$ cat src/rtl/fuel_gauge_pkg.sv
// Shared widths and the sample record passed from the sampler core through its FIFO.
// Used by fuel_sensor_sampler, its output interface and sample_fifo.
package fuel_gauge_pkg;

  localparam int DIST_W = 4;
  localparam int FUEL_W = 5;
  localparam int DROP_W = 8;

  localparam logic [DIST_W-1:0] DIST_MAX = '1;

  typedef struct packed {
    logic [DIST_W-1:0] distance;
    logic [FUEL_W-1:0] fuel;
    logic              overflow;
  } fuel_sample_t;

  // Saturating increment for the lost-sample counter.
  function automatic logic [DROP_W-1:0] sat_inc(input logic [DROP_W-1:0] v);
    return (v == '1) ? v : v + 1'b1;
  endfunction

endpackage

$ cat src/rtl/fuel_sensor_sampler_if.sv
// Valid/ready output channel of the fuel sensor sampler carrying one fuel_sample_t.
// master drives the sample and valid, slave drives ready.
interface fuel_sensor_sampler_if;
  import fuel_gauge_pkg::*;

  logic              out_valid;
  logic              out_ready;
  logic [DIST_W-1:0] out_distance;
  logic [FUEL_W-1:0] out_fuel;
  logic              out_overflow;

  modport master (
    output out_valid,
    output out_distance,
    output out_fuel,
    output out_overflow,
    input  out_ready
  );

  modport slave (
    input  out_valid,
    input  out_distance,
    input  out_fuel,
    input  out_overflow,
    output out_ready
  );

endinterface

$ cat src/rtl/sample_fifo.sv
// Registered, non-bypass sample FIFO; DEPTH must be a power of two (>= 2) so pointers wrap naturally.
// A push into a full FIFO is accepted only when a pop happens in the same cycle.
module sample_fifo
  import fuel_gauge_pkg::*;
#(
  parameter int DEPTH = 4
) (
  input  logic         clk,
  input  logic         nreset,
  input  logic         push,
  input  fuel_sample_t wr_data,
  input  logic         pop,
  output fuel_sample_t rd_data,
  output logic         empty,
  output logic         full
);

  localparam int PTR_W = $clog2(DEPTH);
  localparam int CNT_W = PTR_W + 1;
  localparam logic [CNT_W-1:0] DEPTH_C = CNT_W'(DEPTH);

  fuel_sample_t     mem_q [DEPTH];
  logic [PTR_W-1:0] wr_ptr_q, wr_ptr_d;
  logic [PTR_W-1:0] rd_ptr_q, rd_ptr_d;
  logic [CNT_W-1:0] count_q, count_d;
  logic             do_push, do_pop;

  assign empty   = (count_q == '0);
  assign full    = (count_q == DEPTH_C);
  assign do_pop  = pop & ~empty;
  assign do_push = push & (~full | do_pop);

  // NOTE: every signal written here gets a default first, so no path can infer a latch.
  always_comb begin
    wr_ptr_d = wr_ptr_q + PTR_W'(do_push);
    rd_ptr_d = rd_ptr_q + PTR_W'(do_pop);
    count_d  = count_q + CNT_W'(do_push) - CNT_W'(do_pop);
  end

  // NOTE: state flops use non-blocking assignments so every flop samples pre-edge values.
  always_ff @(posedge clk or negedge nreset) begin
    if (!nreset) begin
      wr_ptr_q <= '0;
      rd_ptr_q <= '0;
      count_q  <= '0;
    end else begin
      wr_ptr_q <= wr_ptr_d;
      rd_ptr_q <= rd_ptr_d;
      count_q  <= count_d;
    end
  end

  // NOTE: storage is not reset; the empty count hides stale entries and rd_data is forced to 0.
  always_ff @(posedge clk) begin
    if (do_push) begin
      mem_q[wr_ptr_q] <= wr_data;
    end
  end

  assign rd_data = empty ? '0 : mem_q[rd_ptr_q];

endmodule

$ cat src/rtl/fuel_sensor_sampler.sv
// Odometer/fuel sampler: counts synchronized wheel pulses into distance units per window and queues
// {distance, fuel, overflow} on each sample_tick. Optional glitch filter: FUEL_SAMPLER_GLITCH_FILTER_EN.
module fuel_sensor_sampler
  import fuel_gauge_pkg::*;
#(
  parameter int PULSES_PER_UNIT = 8,
  parameter int FIFO_DEPTH      = 4
) (
  input  logic                  clk,
  input  logic                  nreset,
  input  logic                  enable,
  input  logic                  wheel_pulse,
  input  logic [FUEL_W-1:0]     fuel_level_in,
  input  logic                  sample_tick,
  fuel_sensor_sampler_if.master out_if,
  output logic [DROP_W-1:0]     drop_count
);

  localparam logic [7:0] PRESC_LAST = 8'(PULSES_PER_UNIT - 1);

  logic              sync1_q, sync1_d;
  logic              sync2_q, sync2_d;
  logic              pulse_event;
  logic [7:0]        presc_q, presc_d;
  logic [DIST_W-1:0] dist_q, dist_d;
  logic              ovf_q, ovf_d;
  logic              unit_inc;
  logic [DROP_W-1:0] drop_count_q, drop_count_d;

  logic              tick_push;
  logic              fifo_empty, fifo_full, fifo_pop;
  fuel_sample_t      push_sample, head;

  always_comb begin
    sync1_d = wheel_pulse;
    sync2_d = sync1_q;
  end

  always_ff @(posedge clk or negedge nreset) begin
    if (!nreset) begin
      sync1_q <= 1'b0;
      sync2_q <= 1'b0;
    end else begin
      sync1_q <= sync1_d;
      sync2_q <= sync2_d;
    end
  end

`ifdef FUEL_SAMPLER_GLITCH_FILTER_EN
  // Count consecutive high cycles; the event fires once, on the third high cycle after a low.
  logic [1:0] high_cnt_q, high_cnt_d;

  always_comb begin
    high_cnt_d  = high_cnt_q;
    pulse_event = 1'b0;
    if (!sync2_q) begin
      high_cnt_d = 2'd0;
    end else if (high_cnt_q != 2'd3) begin
      high_cnt_d  = high_cnt_q + 2'd1;
      pulse_event = (high_cnt_q == 2'd2);
    end
  end

  always_ff @(posedge clk or negedge nreset) begin
    if (!nreset) high_cnt_q <= 2'd0;
    else         high_cnt_q <= high_cnt_d;
  end
`else
  logic sync_prev_q, sync_prev_d;

  always_comb begin
    sync_prev_d = sync2_q;
    pulse_event = sync2_q & ~sync_prev_q;
  end

  always_ff @(posedge clk or negedge nreset) begin
    if (!nreset) sync_prev_q <= 1'b0;
    else         sync_prev_q <= sync_prev_d;
  end
`endif

  assign tick_push = sample_tick & enable;

  // The tick-cycle pulse belongs to the new window, so the closing sample uses dist_q/ovf_q as-is.
  always_comb begin
    presc_d  = presc_q;
    dist_d   = dist_q;
    ovf_d    = ovf_q;
    unit_inc = 1'b0;
    if (!enable) begin
      presc_d = '0;
      dist_d  = '0;
      ovf_d   = 1'b0;
    end else begin
      if (pulse_event) begin
        if (presc_q == PRESC_LAST) begin
          presc_d  = '0;
          unit_inc = 1'b1;
        end else begin
          presc_d = presc_q + 1'b1;
        end
      end
      if (tick_push) begin
        dist_d = DIST_W'(unit_inc);
        ovf_d  = 1'b0;
      end else if (unit_inc) begin
        if (dist_q == DIST_MAX) ovf_d  = 1'b1;
        else                    dist_d = dist_q + 1'b1;
      end
    end
  end

  always_ff @(posedge clk or negedge nreset) begin
    if (!nreset) begin
      presc_q <= '0;
      dist_q  <= '0;
      ovf_q   <= 1'b0;
    end else begin
      presc_q <= presc_d;
      dist_q  <= dist_d;
      ovf_q   <= ovf_d;
    end
  end

  assign push_sample = '{distance: dist_q, fuel: fuel_level_in, overflow: ovf_q};
  assign fifo_pop    = ~fifo_empty & out_if.out_ready;

  sample_fifo #(
    .DEPTH (FIFO_DEPTH)
  ) u_fifo (
    .clk     (clk),
    .nreset  (nreset),
    .push    (tick_push),
    .wr_data (push_sample),
    .pop     (fifo_pop),
    .rd_data (head),
    .empty   (fifo_empty),
    .full    (fifo_full)
  );

  always_comb begin
    drop_count_d = drop_count_q;
    if (tick_push && fifo_full && !fifo_pop) begin
      drop_count_d = sat_inc(drop_count_q);
    end
  end

  always_ff @(posedge clk or negedge nreset) begin
    if (!nreset) drop_count_q <= '0;
    else         drop_count_q <= drop_count_d;
  end

  assign drop_count          = drop_count_q;
  assign out_if.out_valid    = ~fifo_empty;
  assign out_if.out_distance = head.distance;
  assign out_if.out_fuel     = head.fuel;
  assign out_if.out_overflow = head.overflow;

endmodule

$ cat src/flat_wrapper.sv
// flat-port wrapper written by rule: the top's interface ports become plain ports
module fuel_sensor_sampler_flat import fuel_gauge_pkg::*;
#(
  parameter int PULSES_PER_UNIT = 8,
  parameter int FIFO_DEPTH      = 4
)
  (clk, nreset, enable, wheel_pulse, fuel_level_in, sample_tick, drop_count, out_if_out_valid, out_if_out_distance, out_if_out_fuel, out_if_out_overflow, out_if_out_ready);
  fuel_sensor_sampler_if out_if_i ();
  input  logic clk;
  input  logic nreset;
  input  logic enable;
  input  logic wheel_pulse;
  input  logic [FUEL_W-1:0] fuel_level_in;
  input  logic sample_tick;
  output logic [DROP_W-1:0] drop_count;
  output wire logic [$bits(out_if_i.out_valid)-1:0] out_if_out_valid;
  output wire logic [$bits(out_if_i.out_distance)-1:0] out_if_out_distance;
  output wire logic [$bits(out_if_i.out_fuel)-1:0] out_if_out_fuel;
  output wire logic [$bits(out_if_i.out_overflow)-1:0] out_if_out_overflow;
  input wire logic [$bits(out_if_i.out_ready)-1:0] out_if_out_ready;
  assign out_if_out_valid = out_if_i.out_valid;
  assign out_if_out_distance = out_if_i.out_distance;
  assign out_if_out_fuel = out_if_i.out_fuel;
  assign out_if_out_overflow = out_if_i.out_overflow;
  assign out_if_i.out_ready = out_if_out_ready;
  fuel_sensor_sampler #(.PULSES_PER_UNIT(PULSES_PER_UNIT), .FIFO_DEPTH(FIFO_DEPTH)) u_core (.clk(clk), .nreset(nreset), .enable(enable), .wheel_pulse(wheel_pulse), .fuel_level_in(fuel_level_in), .sample_tick(sample_tick), .out_if(out_if_i), .drop_count(drop_count));
endmodule
$ cat config.mk
export PLATFORM = sky130hd
export DESIGN_NAME = fuel_sensor_sampler_flat
export DESIGN_NICKNAME = d
export VERILOG_FILES = /design/src/rtl/fuel_gauge_pkg.sv /design/src/rtl/fuel_sensor_sampler_if.sv /design/src/rtl/sample_fifo.sv /design/src/rtl/fuel_sensor_sampler.sv /design/src/flat_wrapper.sv
export SDC_FILE = /design/constraint.sdc
export NUM_CORES = 1
export LEC_CHECK = 0
export CAP_MARGIN = 0
export CORE_MARGIN = 8
export CORE_UTILIZATION = 35
export CTS_BUF_LIST = sky130_fd_sc_hd__clkbuf_8
export CTS_CLUSTER_DIAMETER = 60
export CTS_CLUSTER_SIZE = 10
export DETAILED_ROUTE_END_ITERATION = 6
export SYNTH_ARGS = -nofsm -noshare
export SYNTH_HDL_FRONTEND = slang
export SYNTH_HIERARCHICAL = 1
export SYNTH_SLANG_ARGS = --single-unit
export TNS_END_PERCENT = 1
$ cat constraint.sdc
create_clock -name clk -period 2.7 [get_ports clk]
set_clock_uncertainty 0.1 [all_clocks]
set_input_delay 0.54 -clock clk [delete_from_list [all_inputs] [get_ports clk]]
set_output_delay 0.54 -clock clk [all_outputs]
set_load 0.01 [all_outputs]
==> results of run 1 <==
what timing repair did:
item	CTS	global route
setup buffers	0	1
resized for setup	0	10
hold buffers	0	0
setup endpoints to repair	0	10
power by group:
| group | switching, W | internal, W | total, W |
|---|---|---|---|
| clock network | 0.000385 | 0.000419 | 0.000805 |
| registers | 0.000129 | 0.00129 | 0.00142 |
| logic | 0.000385 | 0.000553 | 0.000938 |
| total | 0.000899 | 0.00226 | 0.00316 |
cell usage in the layout (no fill, tap or decap), types with 2 or more instances in the layout:
master,n
dfrtp_1,30
buf_4,11
nor2b_1,14
clkbuf_8,9
nand3_1,11
o21ai_0,6
nor3_1,5
xor2_1,8
o41ai_2,3
mux4_2,10
and3_1,3
a21oi_1,4
nor3b_1,2
dlymetal6s2s_1,9
or4_4,2
nor2_1,11
clkinvlp_4,2
inv_1,9
edfxtp_1,40
nand2b_1,3
inv_2,2
xnor2_1,9
clkdlybuf4s50_1,20
ha_1,6
and2_1,2
nand2_1,6
registers in the layout (all words and copies together) (netlist names):
name	flops
u_core/sync2_q	1
u_core/u_fifo/wr_ptr_q	2
u_core/drop_count	8
u_core/u_fifo/rd_ptr_q	2
u_core/ovf_q	1
u_core/u_fifo/count_q	3
u_core/dist_q	4
u_core/u_fifo/mem_q	40
u_core/presc_q	8
u_core/sync1_q	1
u_core/sync_prev_q	1
stage by stage:
step | hold WS (ns) | utilization, % | cells | setup slack, ns | setup TNS (ns)
CTS | 0.253 | 43.6 | 365 | 0.00219 | 0
finish | 0.249 | 43.9 | 366 | 0.0706 | 0
global route | 0.263 | 43.9 | 366 | -0.0107 | -0.0107
floorplan | 0.144 | - | 207 | 0.0346 | 0
global placement | 0.234 | 41.4 | 349 | 0.0397 | 0
detailed placement | 0.236 | 41.4 | 349 | 0.0259 | 0
Yosys cell counts, types with 2 or more instances:
| cell | n |
|---|---|
| nand3_1 | 11 |
| inv_1 | 7 |
| edfxtp_1 | 40 |
| dfrtp_1 | 31 |
| xnor2_1 | 9 |
| nor2b_1 | 14 |
| and3_1 | 3 |
| mux4_2 | 10 |
| or4_4 | 2 |
| inv_2 | 2 |
| nor3b_1 | 2 |
| nor3_1 | 5 |
| ha_1 | 6 |
| nor2_1 | 11 |
| nand2b_1 | 3 |
| nand2_1 | 6 |
| and2_1 | 2 |
| o21ai_0 | 6 |
| o41ai_2 | 3 |
| clkbuf_1 | 3 |
| a21oi_1 | 4 |
| xor2_1 | 8 |
cell type report:
type                    instances  share of cell area (%)
clock buffers                   9                    3.27
repair buffers                 41                    11.0
inverters                       9                   0.891
clock inverters                 7                    1.75
flip-flops and latches         71                    52.2
well taps                     108                    3.56
multi-input cells             121                    27.4
worst register-to-register path: stages (launching register included):
cell,delay [ns]
dfrtp_1,0.47
nor3_2,0.20
nand2b_1,0.15
inv_1,0.09
or3b_4,0.25
a21bo_1,0.20
ha_1,0.20
fa_1,0.38
xnor2_1,0.15
xnor2_1,0.13
metal layers:
layer	vias to the layer above	share of wire, %
met5	-	0
met4	0	1.0
met3	7	6.6
met2	36	47
met1	858	46
li1	859	-
final timing paths:
check	from	endpoint	slack (ns)	cells past startpoint
max reg2reg	u_core/u_fifo/count_q[1]	u_core/u_fifo/count_q[2]	0.28	9
min in group asynchronous	nreset	u_core/presc_q[3]	0.48	2
min reg2reg	u_core/sync1_q	u_core/sync2_q	0.25	0
min	u_core/sync1_q	u_core/sync2_q	0.25	0
max	u_core/u_fifo/rd_ptr_q[0]	out_if_out_fuel[2]	0.07	4
max in group asynchronous	nreset	u_core/u_fifo/rd_ptr_q[1]	1.69	2
cells by family after synthesis:
group | Yosys count | synth area share (%)
flops | 71 | 64.1
mux | 11 | 7.66
compound gates | 22 | 6.45
buf+inv | 15 | 2.23
simple gates | 64 | 11.7
xor+xnor | 17 | 4.83
fa+ha+maj | 7 | 3.08
==> impl_metrics.toml, run 1 <==
[outcome]
status = "completed"

[cells_and_area]
insertedDiodeCount = 0
fin_nets = 271
multiInputGateArea_mm2 = 0.00104
design_area_mm2 = 0.00379
layout-drive-gt1-share_pct = 19.0
fill_cells = 805
seqCellArea_mm2 = 0.00198
syn_to_final_growth_pct = 22.9

[global_routing]
grt_max_degree = 32
grt_pass1_wl_mm = 9.36
busiest_layer = "met2"
grt.total_usage_pct = 10.2
grt_pass1_vias = 1896
overflow = 0
use_met1_pct = 12.3
antenna_found_initial = 0
globalRouteMet2Util_pct = 16.4
met3_usage_pct = 4.04

[job]
drv_cap = 0

[floorplan]
die_w_um = 110
ios = 30
initial_core_util_pct = 35.7
core_mm2 = 0.00864
fp.dieH_um = 110
fp.dieArea_mm2 = 0.0121
num_rows = 34

[critical_path]
cp.required_ns = 2.06
cp_top_family = "buffers and inverters"
slowest_delay_ns = 0.48
startpoint_type = "flop"
cp-end-kind = "output pin"
cp_max_fo = 10
path_buf_inv = 2
cp_data_arrival_time_ns = 1.99
cp_slowest_cell = "mux4_2"
worstPathCellList = "buf_12 -> mux4_2 -> nor2b_1 -> clkdlybuf4s50_1"
worst-setup-path-type = "flop to output pin"

[power_and_ir_drop]
p_leak_nw = 1.55
finalPower_w = 0.00316
peakVddDrop_mv = 0.460
p_per_area_mw_per_mm2 = 833

[synth]
yosysTopAreaCellShare_pct = 38.9
synth-main-ff-cell = "edfxtp_1"
post-synth-top-area-cell = "edfxtp_1"
async_flop_share_pct = 43.7
syn_nets = 225
synth_edf_count = 40
post_synth.cell_area_avg_um2 = 14.9
synth_cells = 207
yosys-top-cells-area = "edfxtp_1 39%, dfrtp_1 25%, mux4_2 7.3%"
yosysWarnings = 6
synth.cell_area_mm2 = 0.00309
ys_seq_area_share_pct = 64.1
ys_types = 41
synth-seq-cells = 71

[clock_network]
cts_sinks = 71
clockBufferDepth = 2
clkTransAtPathRegs_ns = 0.07
htreeDepth = 3
cts_buffers = 9
clock_latency_ns = 0.34
cts_tree = "built"
clockRootBuffer = "clkbuf_8"

[sta]
fmax_ghz = 0.380
slew_headroom_pct = 54.8
fin_crit_ns = 2.63
setup_viol = 0
slew_viol_final = 0
tightest_slew_ns = 0.675
hold_viol = 0
fin_crit_sh_pct = 97.4

[placement]
dp_hpwl_mm = 3.63
placed_cell_area_mm2 = 0.00357
numPortBuffers = 29
finalWeightedCongestion = 0.687

[detailed_routing]
route.detailed.drc = 0
drt_wl_total_mm = 5.45
viasPerCell = 4.81
post_drt_wl_per_cell_um = 14.9
vias = 1760
first_pass_iters = 4
antenna_left = 0
drt_iter0_markers = 58

[hold_path]
hold_class = "flop to flop"
(Power assumes the default switching activity.)
==> run 2, diff against run 1 <==
--- a/config.mk
+++ b/config.mk
@@ -12,6 +12,7 @@
 export CTS_CLUSTER_DIAMETER = 60
 export CTS_CLUSTER_SIZE = 10
 export DETAILED_ROUTE_END_ITERATION = 6
+export REMOVE_ABC_BUFFERS = 1
 export SYNTH_ARGS = -nofsm -noshare
 export SYNTH_HDL_FRONTEND = slang
 export SYNTH_HIERARCHICAL = 1
==> impl_metrics.toml, run 2 (same netlist as run 1, synthesis figures left out) <==
[placement]
dp_hpwl_mm = 3.53
placed_cells = 347
finalWeightedCongestion = 0.750
dp_slack_ns = 0.0307
numPortBuffers = 29

[critical_path]
cp_max_fo = 10
worst-setup-path-type = "flop to output pin"
cp_slowest_cell = "mux4_2"
cp-end-kind = "output pin"
slowest_delay_ns = 0.51
startpoint_type = "flop"
cp_data_arrival_time_ns = 1.82
cp_top_family = "multiplexers"
path_buf_inv = 2
cp.required_ns = 2.06
worstPathCellList = "buf_12 -> mux4_2 -> nor2b_1 -> dlygate4sd2_1"

[cells_and_area]
layout-drive-gt1-share_pct = 18.8
final_common_cell = "edfxtp_1"
insertedDiodeCount = 0
stdcell_count = 364
top_register = "u_core/u_fifo/mem_q"
fin_nets = 269
syn_to_final_growth_pct = 22.3
final_cell_mix = "40 x edfxtp_1, 30 x dfrtp_1, 19 x clkdlybuf4s50_1"
largest_reg_flops = 40

[global_routing]
grt_pass1_vias = 1755
grt.total_usage_pct = 9.48
grt_max_degree = 32
overflow = 0
grt_pass1_wl_mm = 8.60
antenna_found_initial = 0

[power_and_ir_drop]
peakVddDrop_mv = 0.441
finalPower_w = 0.00316
p_leak_nw = 1.52
p_per_area_mw_per_mm2 = 836

[hold_path]
hold_class = "flop to flop"

[detailed_routing]
drt_iter0_markers = 67
drt_wl_total_mm = 5.31
vias = 1753
post_drt_wl_per_cell_um = 14.6
route.detailed.drc = 0
first_pass_iters = 4
antenna_left = 0
viasPerCell = 4.82

[sta]
fin_crit_sh_pct = 91.2
fin_crit_ns = 2.46
hold_viol = 0
tightest_slew_ns = 0.705
slew_viol_final = 0
rsz0062_at_grt = "no"
fmax_ghz = 0.406
slew_headroom_pct = 52.8
fin_tns_setup_ns = 0
hold_slack_ns = 0.259
setup_viol = 0
fin_ws_ns = 0.236

[floorplan]
core_mm2 = 0.00864
die_w_um = 110
initial_core_util_pct = 35.7
fp.dieH_um = 110
num_rows = 34
fp.dieArea_mm2 = 0.0121
ios = 30

[job]
drv_cap = 0

[clock_network]
clkTransAtPathRegs_ns = 0.08
clockBufferDepth = 2
htreeDepth = 3
clock_latency_ns = 0.34
cts_sinks = 71
ctsHoldBuffers = 0
clockRootBuffer = "clkbuf_8"
cts_tree = "built"
cts_buffers = 9

[outcome]
status = "completed"
## run 2: cell types whose count changed in the layout (fill, tap and decap cells not counted)
cell	change
clkinv_4	+1
dlygate4sd2_1	+3
dlymetal6s2s_1	-2
inv_1	-2
clkdlybuf4s50_1	-1
buf_4	-2
inv_6	+1
clkinvlp_4	-1
clkinv_1	+1
## run 2: path summary, 6_finish.rpt
check                                          start                   endpoint  slack, ns  cells past startpoint
min reg2reg                           u_core/sync1_q             u_core/sync2_q       0.26                      0
min in group asynchronous                     nreset       u_core/drop_count[3]       0.50                      2
max                        u_core/u_fifo/rd_ptr_q[0]        out_if_out_overflow       0.24                      4
max reg2reg                 u_core/u_fifo/count_q[1]   u_core/u_fifo/count_q[2]       0.25                      9
min                                   u_core/sync1_q             u_core/sync2_q       0.26                      0
max in group asynchronous                     nreset  u_core/u_fifo/rd_ptr_q[1]       1.69                      2
## run 2: timing repair
item                                    CTS  global route
gates cloned                              0             0
pin swaps                                 0             0
endpoints found under the setup margin   10             7
setup buffers                             1             0
gates resized for setup                   4             7
## run 2: report_power, final
group / switching [W] / total (W) / internal (W) / leakage (nW)
clock network: 0.000397 / 0.000825 / 0.000428 / 0.0972
registers: 0.000131 / 0.00142 / 0.00129 / 0.781
logic: 0.000385 / 0.000914 / 0.000530 / 0.639
total: 0.000913 / 0.00316 / 0.00224 / 1.52
## run 2: metal layers
metal / up-vias / GRT usage (%) / part of all wire (%)
met2: 39 / 14.3 / 44
met3: 8 / 4.40 / 6.6
li1: 850 / - / -
met5: - / 0 / 0
met4: 0 / 2.89 / 1.1
met1: 856 / 11.8 / 49
## run 2: layout make-up
cell class | count | area (µm²)
Clock buffer | 9 | 124
Clock inverter | 7 | 72.6
Fill cell | 794 | 4860
Inverter | 9 | 33.8
Multi-Input combinational cell | 121 | 1040
Sequential cell | 71 | 1980
Tap cell | 108 | 135
Timing Repair Buffer | 39 | 392
## run 2: through the flow
stage | utilization [%] | area, µm²
floorplan | - | 3050
global placement | 41.2 | 3560
detailed placement | 41.2 | 3560
CTS | 43.5 | 3760
global route | 43.7 | 3770
finish | 43.7 | 3770
